### src/rtl/stopwatch_lap_ctrl.sv
// Two-button MM:SS stopwatch sequencer: one-second timebase, BCD count, lap-freeze display.
// Outputs decode from registers only; pulses sampled at edge N take effect from cycle N+1.
module stopwatch_lap_ctrl #(
  parameter int TICK_DIV = 50_000_000
) (
  input  logic        clk,
  input  logic        rst_hw_n,
  input  logic        start_stop_pulse,
  input  logic        lap_reset_pulse,
  output logic [15:0] disp_bcd,
  output logic        running,
  output logic        lap_active,
  output logic        max_reached
);

  localparam int            PW   = $clog2(TICK_DIV);
  localparam logic [PW-1:0] PMAX = PW'(TICK_DIV - 1);

  typedef enum logic [2:0] {
    S_IDLE,
    S_RUN,
    S_PAUSE,
    S_LAP,
    S_LOCK
  } state_t;

  state_t        r_state;
  state_t        w_state_nxt;
  logic [PW-1:0] r_presc;
  logic [15:0]   r_cnt;
  logic [15:0]   r_lap;
  logic [15:0]   w_cnt_inc;
  logic          w_counting;
  logic          w_tick;
  logic          w_hit_max;
  logic          w_lap_cap;

  assign w_counting = (r_state == S_RUN) || (r_state == S_LAP);
  assign w_tick     = w_counting && (r_presc == PMAX);
  assign w_hit_max  = w_tick && (w_cnt_inc == 16'h5959);

  // Ripple-carry BCD increment; the top digit never needs to wrap since 59:59 locks.
  always_comb begin
    w_cnt_inc = r_cnt;
    if (r_cnt[3:0] != 4'd9) begin
      w_cnt_inc[3:0] = r_cnt[3:0] + 4'd1;
    end else begin
      w_cnt_inc[3:0] = 4'd0;
      if (r_cnt[7:4] != 4'd5) begin
        w_cnt_inc[7:4] = r_cnt[7:4] + 4'd1;
      end else begin
        w_cnt_inc[7:4] = 4'd0;
        if (r_cnt[11:8] != 4'd9) begin
          w_cnt_inc[11:8] = r_cnt[11:8] + 4'd1;
        end else begin
          w_cnt_inc[11:8] = 4'd0;
          if (r_cnt[15:12] != 4'd5) begin
            w_cnt_inc[15:12] = r_cnt[15:12] + 4'd1;
          end else begin
            w_cnt_inc[15:12] = 4'd0;
          end
        end
      end
    end
  end

  always_comb begin
    w_state_nxt = r_state;
    w_lap_cap   = 1'b0;
    case (r_state)
      S_IDLE: begin
        if (start_stop_pulse) w_state_nxt = S_RUN;
      end
      S_RUN: begin
        if (w_hit_max) begin
          w_state_nxt = S_LOCK;
        end else if (start_stop_pulse) begin
          w_state_nxt = S_PAUSE;
        end else if (lap_reset_pulse) begin
          w_state_nxt = S_LAP;
          w_lap_cap   = 1'b1;
        end
      end
      S_LAP: begin
        if (w_hit_max) begin
          w_state_nxt = S_LOCK;
        end else if (start_stop_pulse) begin
          w_state_nxt = S_PAUSE;
        end else if (lap_reset_pulse) begin
          w_state_nxt = S_RUN;
        end
      end
      S_PAUSE: begin
        if (start_stop_pulse) begin
          w_state_nxt = S_RUN;
        end else if (lap_reset_pulse) begin
          w_state_nxt = S_IDLE;
        end
      end
      S_LOCK: begin
        if (lap_reset_pulse) w_state_nxt = S_IDLE;
      end
      default: w_state_nxt = S_IDLE;
    endcase
  end

  always_ff @(posedge clk or negedge rst_hw_n) begin
    if (!rst_hw_n) begin
      r_state <= S_IDLE;
    end else begin
      r_state <= w_state_nxt;
    end
  end

  // Prescaler holds outside RUN/LAP so sub-second phase survives a pause.
  always_ff @(posedge clk or negedge rst_hw_n) begin
    if (!rst_hw_n) begin
      r_presc <= '0;
    end else if (w_state_nxt == S_IDLE) begin
      r_presc <= '0;
    end else if (w_counting) begin
      r_presc <= w_tick ? '0 : r_presc + 1'b1;
    end
  end

  always_ff @(posedge clk or negedge rst_hw_n) begin
    if (!rst_hw_n) begin
      r_cnt <= 16'h0000;
    end else if (w_state_nxt == S_IDLE) begin
      r_cnt <= 16'h0000;
    end else if (w_tick) begin
      r_cnt <= w_cnt_inc;
    end
  end

  always_ff @(posedge clk or negedge rst_hw_n) begin
    if (!rst_hw_n) begin
      r_lap <= 16'h0000;
    end else if (w_lap_cap) begin
      r_lap <= r_cnt;
    end
  end

  assign disp_bcd    = (r_state == S_LAP) ? r_lap : r_cnt;
  assign running     = w_counting;
  assign lap_active  = (r_state == S_LAP);
  assign max_reached = (r_state == S_LOCK);

endmodule

### config.mk
export PLATFORM = sky130hd
export DESIGN_NAME = stopwatch_lap_ctrl
export DESIGN_NICKNAME = d
export VERILOG_FILES = /design/src/rtl/stopwatch_lap_ctrl.sv
export SDC_FILE = /design/constraint.sdc
export NUM_CORES = 1
export LEC_CHECK = 0
export ABC_AREA = 1
export BUFFER_PORTS_ARGS = -buffer_cell sky130_fd_sc_hd__buf_4
export CAP_MARGIN = 20
export CORE_ASPECT_RATIO = 2
export CORE_MARGIN = 5
export CORE_UTILIZATION = 40
export DETAILED_ROUTE_END_ITERATION = 8
export PLACE_DENSITY = 0.68
export SYNTH_ARGS = -nofsm -noshare
export SYNTH_HDL_FRONTEND = slang
export SYNTH_SLANG_ARGS = --single-unit
### constraint.sdc
create_clock -name clk -period 3.3 [get_ports clk]
set_clock_uncertainty 0.1 [all_clocks]
set_input_delay 0.165 -clock clk [delete_from_list [all_inputs] [get_ports clk]]
set_output_delay 0.165 -clock clk [all_outputs]
set_load 0.005 [all_outputs]
# [Yosys cells after proc, flatten, opt, wreduce, memory -nomap -nowiden]
# Cells that the tools add are included.
[classes] addsub=5 n_eq_ne=10 mux=27 reduce_logical=7
[op_table] cell="$mux 26" count=3
[op_table] cell="$mux 16" count=3
[op_table] cell="$mux 3" count=9
[op_table] cell="$add 26x1->26 const B" count=1
[op_table] cell="$eq 26x26->1 const B" count=1
[op_table] cell="$mux 4" count=5
[op_table] cell="$add 4x1->4 const B" count=4
[op_table] cell="$eq 16x15->1 const B" count=1
[op_table] cell="$pmux 3 s5" count=1
[op_table] cell="$mux 12" count=1
[op_table] cell="$mux 8" count=1
[op_table] cell="$ne 4x3->1 const B" count=2
[op_table] cell="$ne 4x4->1 const B" count=2
[op_table] cell="$eq 3x2->1 const B" count=2
[op_table] cell="$logic_not 3->1" count=2
[op_table] cell="$mux 1" count=4
[op_table] cell="$reduce_bool 2->1" count=2
[op_table] cell="$eq 3x1->1 const B" count=1
[op_table] cell="$eq 3x3->1 const B" count=1
[op_table] cell="$logic_and 1x1->1" count=2
[op_table] cell="$logic_or 1x1->1" count=1
[word_totals] register_bits=61 out_inout_bits=19

# [Logic depth before layout (Yosys ltp)]
[logic_depth] word_depth=11 mapped_depth=18 mapped_depth_nobuf=16

# [Worst setup path after synthesis]
# OpenSTA, ideal clock, no wires.
[synth_path] kind="register to register" startpoint="register r_presc[0]" endpoint="register r_presc[4]" t_arrival_ps=2115 required_time_ps=3082 slack_ps=967 stages_incl_launch_ff=17 n_path_buf=2 synth_period_minus_slack_ps=2333 cell_sequence="dfrtp_1 > ha_1 > nand2_1 > nor2_4 > nand2_1 > nor2_1 > nand3_1 > nor2_1 > nand2_1 > nor2_1 > nand2_2 > a21oi_4 > nand3_2 > buf_6 > buf_6 > nand3_1 > nand2_1"
[synth_between] elab_chain_cells=7 elab_cells_between_ends=12 cone_classes="add/sub: 1; eq/ne: 1; mux: 6; reduce/logical: 4"
[synth_rtl] item="start: declaration" line="29" rtl="logic [PW-1:0] r_presc;"
[synth_rtl] item="start signal: assignment" line="122" rtl="r_presc <= w_tick ? '0 : r_presc + 1'b1;"
[synth_rtl] item="branches (longest 7 deep; another with $add 26x1->26)"
# Parallel ways; which one is timed is not known. The select of a mux whose other input is x is not followed.
# A chain may end at the register's enable or synchronous reset.

# [Worst setup path in the final report]
[layout_path] startpoint="register r_cnt[1]" endpoint="register r_presc[6]"
[layout_between] elab_chain_cells=8 elab_cells_between_ends=12 cone_classes="add/sub: 1; eq/ne: 2; mux: 6; reduce/logical: 3"
[layout_rtl] item="start: declaration" line="30" rtl="logic [15:0] r_cnt;"
[layout_rtl] item="start signal: assignment" line="132" rtl="r_cnt <= w_cnt_inc;"
[layout_rtl] item="$add 4x1->4 or $ne 4x4->1 (tied branches)" line="46, 45"
[layout_rtl] item="$mux 4 or $mux 12 (tied branches)" line="45" rtl="if (r_cnt[3:0] != 4'd9) begin"
[layout_rtl] item="$eq 16x15->1 *" line="40" rtl="assign w_hit_max = w_tick && (w_cnt_inc == 16'h5959);"
[layout_rtl] item="$logic_and 1x1->1 *" line="40"
[layout_rtl] item="$mux 3, on equally long branches" line="85, 75"
[layout_rtl] item="$pmux 3 s5 *" line="70" rtl="case (r_state)"
[layout_rtl] item="$logic_not 3->1 *" line="119" rtl="end else if (w_state_nxt == S_IDLE) begin"
[layout_rtl] item="$mux 26 or $reduce_bool 2->1 (tied branches)"
# Every way passes the cells marked *; elsewhere a longest branch is shown, timed or not.

==> impl_metrics.env <==
export IMPL_syn_area_per_cell_sq_um=6.958
export IMPL_n_fill_cell=982
export IMPL_die_width_microns=80.78
export IMPL_fin_crit_sh_pct=83.71
export IMPL_path_clk_slew_ns=0.05
export IMPL_relSlewSlack_pct=47.57
export IMPL_worstSetupPathType="reg -> reg"
export IMPL_ys_seq_area_share_pct=38.09
export IMPL_ir_drop_uv=276.3
export IMPL_die_y_microns=151.6
export IMPL_antenna_left=0
export IMPL_rows=51
export IMPL_die_area_sq_um=12240
export IMPL_io_buffers=22
export IMPL_drc=0
export IMPL_grt_use_met1_pct=17.70
export IMPL_r2r_slack_ns=0.54
export IMPL_setup_viol_count_final=0
export IMPL_fmax_mhz=362.0
export IMPL_multiInputGateArea_sq_um=2133
export IMPL_status="finished, final reports clean"
export IMPL_swShare_pct=26.99
export IMPL_syn_inst=576
export IMPL_grt_use_met3_pct=2.899
export IMPL_gp_congestion=0.9916
export IMPL_antenna_found_initial=0
export IMPL_ctsHoldBuffers=1
export IMPL_grt_util_met2_pct=32.39
export IMPL_clockBufferDepth=2
export IMPL_wl_mm=9.779
export IMPL_start_util_pct=41.05
export IMPL_synth_mux_area_share_pct=0
export IMPL_report_final_slew_viol_count=0
export IMPL_synth_seq_cells=61
export IMPL_syn_area_sq_um=4008
export IMPL_num_vias=3716
export IMPL_post_cts_buffers=0
export IMPL_synth_flop_cell="dfrtp_1"
export IMPL_drtIter0Drc=164
export IMPL_cp_end_kind="flop"
export IMPL_power_switching_uw=595.0
export IMPL_ctsHtreeMaxLevel=3
export IMPL_finalHoldViolCount=0
export IMPL_post_route_util_pct=47.14
export IMPL_synth_compound_area_share_pct=7.868
export IMPL_pwr_share_comb_pct=16.2
export IMPL_ff_latch_area_sq_um=1526
export IMPL_clkLatencyLatePin_ns=0.33
export IMPL_start_kind="flop"
export IMPL_core_sq_um=9763
export IMPL_grt_pass1_vias=3607
export IMPL_ctsResizeCount=0
export IMPL_yosysWarnings=0
export IMPL_synth_simple_gate_area_share_pct=39.49
export IMPL_syn_to_final_growth_pct=14.83
export IMPL_final_setup_tns_ns=0
export IMPL_drive_above_1_share_pct=10.87
export IMPL_synth_top_family_by_area="simple AND/OR/NAND/NOR gates"
export IMPL_p_seq_share_pct=40.5
export IMPL_synth_nets=581
export IMPL_power_density_nw_per_um2=479.0
export IMPL_grt_max_degree=72
export IMPL_final_cell_mix="153 x nand2_1, 97 x nand3_1, 61 x nor2_1, 61 x dfrtp_1, 55 x inv_1"
export IMPL_clockRootBuffer="clkbuf_16"
export IMPL_leakage_uw=0.002202
export IMPL_cts_tree="yes"
export IMPL_grt_pass1_wl_mm=16.52
export IMPL_cap_violations=0
export IMPL_dr_pass1_iters=4
export IMPL_grt_ovfl_total=0
export IMPL_p_clk_share_pct=43.3
export IMPL_cp_max_fo=71
export IMPL_synthArstFlopShare_pct=100.0
export IMPL_synth_fa_ha_area_share_pct=0.3122
export IMPL_min_period_ns=2.762
export IMPL_top_usage_layer="met2"
export IMPL_hold_class="in -> reg"
export IMPL_synth_cell_types=30
export IMPL_wire_per_inst_microns=13.40
export IMPL_arrival_ns=2.92
export IMPL_tightest_slew_ns=0.7865
export IMPL_cts_buffers=9
export IMPL_grt_usage_pct=17.58
export IMPL_synth_edff_count=0
export IMPL_intPower_uw=1609
export IMPL_synth_xor_area_share_pct=5.245
export IMPL_num_antenna_cells=0
export IMPL_rsz0062_at_grt="no"
export IMPL_fin_nets=599
export IMPL_crit_required_ns=3.46
export IMPL_dp_hpwl_mm=7.215
export IMPL_viasPerCell=5.090
export IMPL_cts_sinks=61
export IMPL_ioPinCount=23
export IMPL_final_common_cell="nand2_1"
-- area by class of cell --
| class | instances | area share, % |
|---|---|---|
| timing repair buffer | 32 | 5.547 |
| inverter | 59 | 4.812 |
| multi-input combinational | 431 | 46.36 |
| tap | 132 | 3.589 |
| clock inverter | 4 | 1.033 |
| sequential | 61 | 33.17 |
| clock buffer | 11 | 5.492 |
-- worst max-delay path, cell delays in order (launching register included) --
cell	delay [ns]
dfrtp_1	0.45
inv_1	0.14
nand2_1	0.08
nor2_2	0.28
nand3_1	0.17
nand2_1	0.09
nand2_1	0.06
nor2_1	0.12
nand2_1	0.07
nor2_1	0.11
nand2_2	0.13
nand2_1	0.08
nand2_1	0.12
nand3_2	0.17
buf_12	0.28
nand3_1	0.12
nand2_1	0.09
-- routing by layer --
layer  vias up  share of wire [%]
li1       1894                  -
met1      1721                 38
met2        70                 55
met3        31                3.0
met4         0                4.6
met5         -                  0
-- path summary, 6_finish.rpt --
| path | from | to | cells after the start |
|---|---|---|---|
| worst min-delay path | lap_reset_pulse | r_state[1] | 4 |
| min in group asynchronous | rst_hw_n | r_lap[2] | 2 |
| worst max register to register | r_cnt[1] | r_presc[6] | 16 |
| max in group asynchronous | rst_hw_n | r_presc[6] | 2 |
| worst max-delay path | r_cnt[1] | r_presc[6] | 16 |
| worst min register to register | r_lap[10] | r_lap[10] | 1 |
-- stage by stage --
step | hold WS (ns) | instances | cell area [sq um] | power (uW) | worst slack [ns]
2_1_floorplan | -0.2306 | 576 | 4008 | 1164 | 0.9671
3_5_place_dp | 0.2044 | 714 | 4292 | 1270 | 0.5935
5_1_grt | 0.1977 | 730 | 4602 | 2321 | 0.3117
4_1_cts | 0.1733 | 730 | 4602 | 2231 | 0.5655
6_report | 0.1775 | 730 | 4602 | 2204 | 0.5376
3_3_place_gp | 0.2032 | 714 | 4292 | 1254 | 0.6297
-- cell families (layout without fill, tap and decap cells) --
logic type      after synthesis  in the layout
simple gates                356            356
flops                        61             61
fa+ha+maj                     1              1
compound gates               50             50
buf+inv                      84            106
xor+xnor                     24             24
-- cells in the mapped netlist (6+ instances only) --
cell / n / area (sq um)
dfrtp_1: 61 / 1526
nand3_1: 97 / 485.5
buf_2: 6 / 30.03
nor3_1: 12 / 60.06
o21ai_0: 23 / 115.1
nand2_1: 153 / 574.3
inv_1: 55 / 206.5
clkbuf_1: 11 / 41.29
nand4_1: 6 / 37.54
a21oi_1: 7 / 35.03
nor4_1: 10 / 62.56
xor2_1: 22 / 192.7
o21a_1: 16 / 120.1
nor2_1: 64 / 240.2
-- power by group through the flow --
stage | clock [uW] | sequential, uW | combinational [uW]
floorplan | 0 | 895 | 269
global placement | 0 | 902 | 353
detailed placement | 0 | 907 | 363
CTS | 973 | 894 | 364
global route | 1010 | 905 | 409
finish | 954 | 893 | 358
-- flip-flops by register name (all words and copies together) (netlist names) --
signal and count:
r_state 3, r_cnt 16, r_presc 26, r_lap 16
Power figures use the tool's default switching activity.
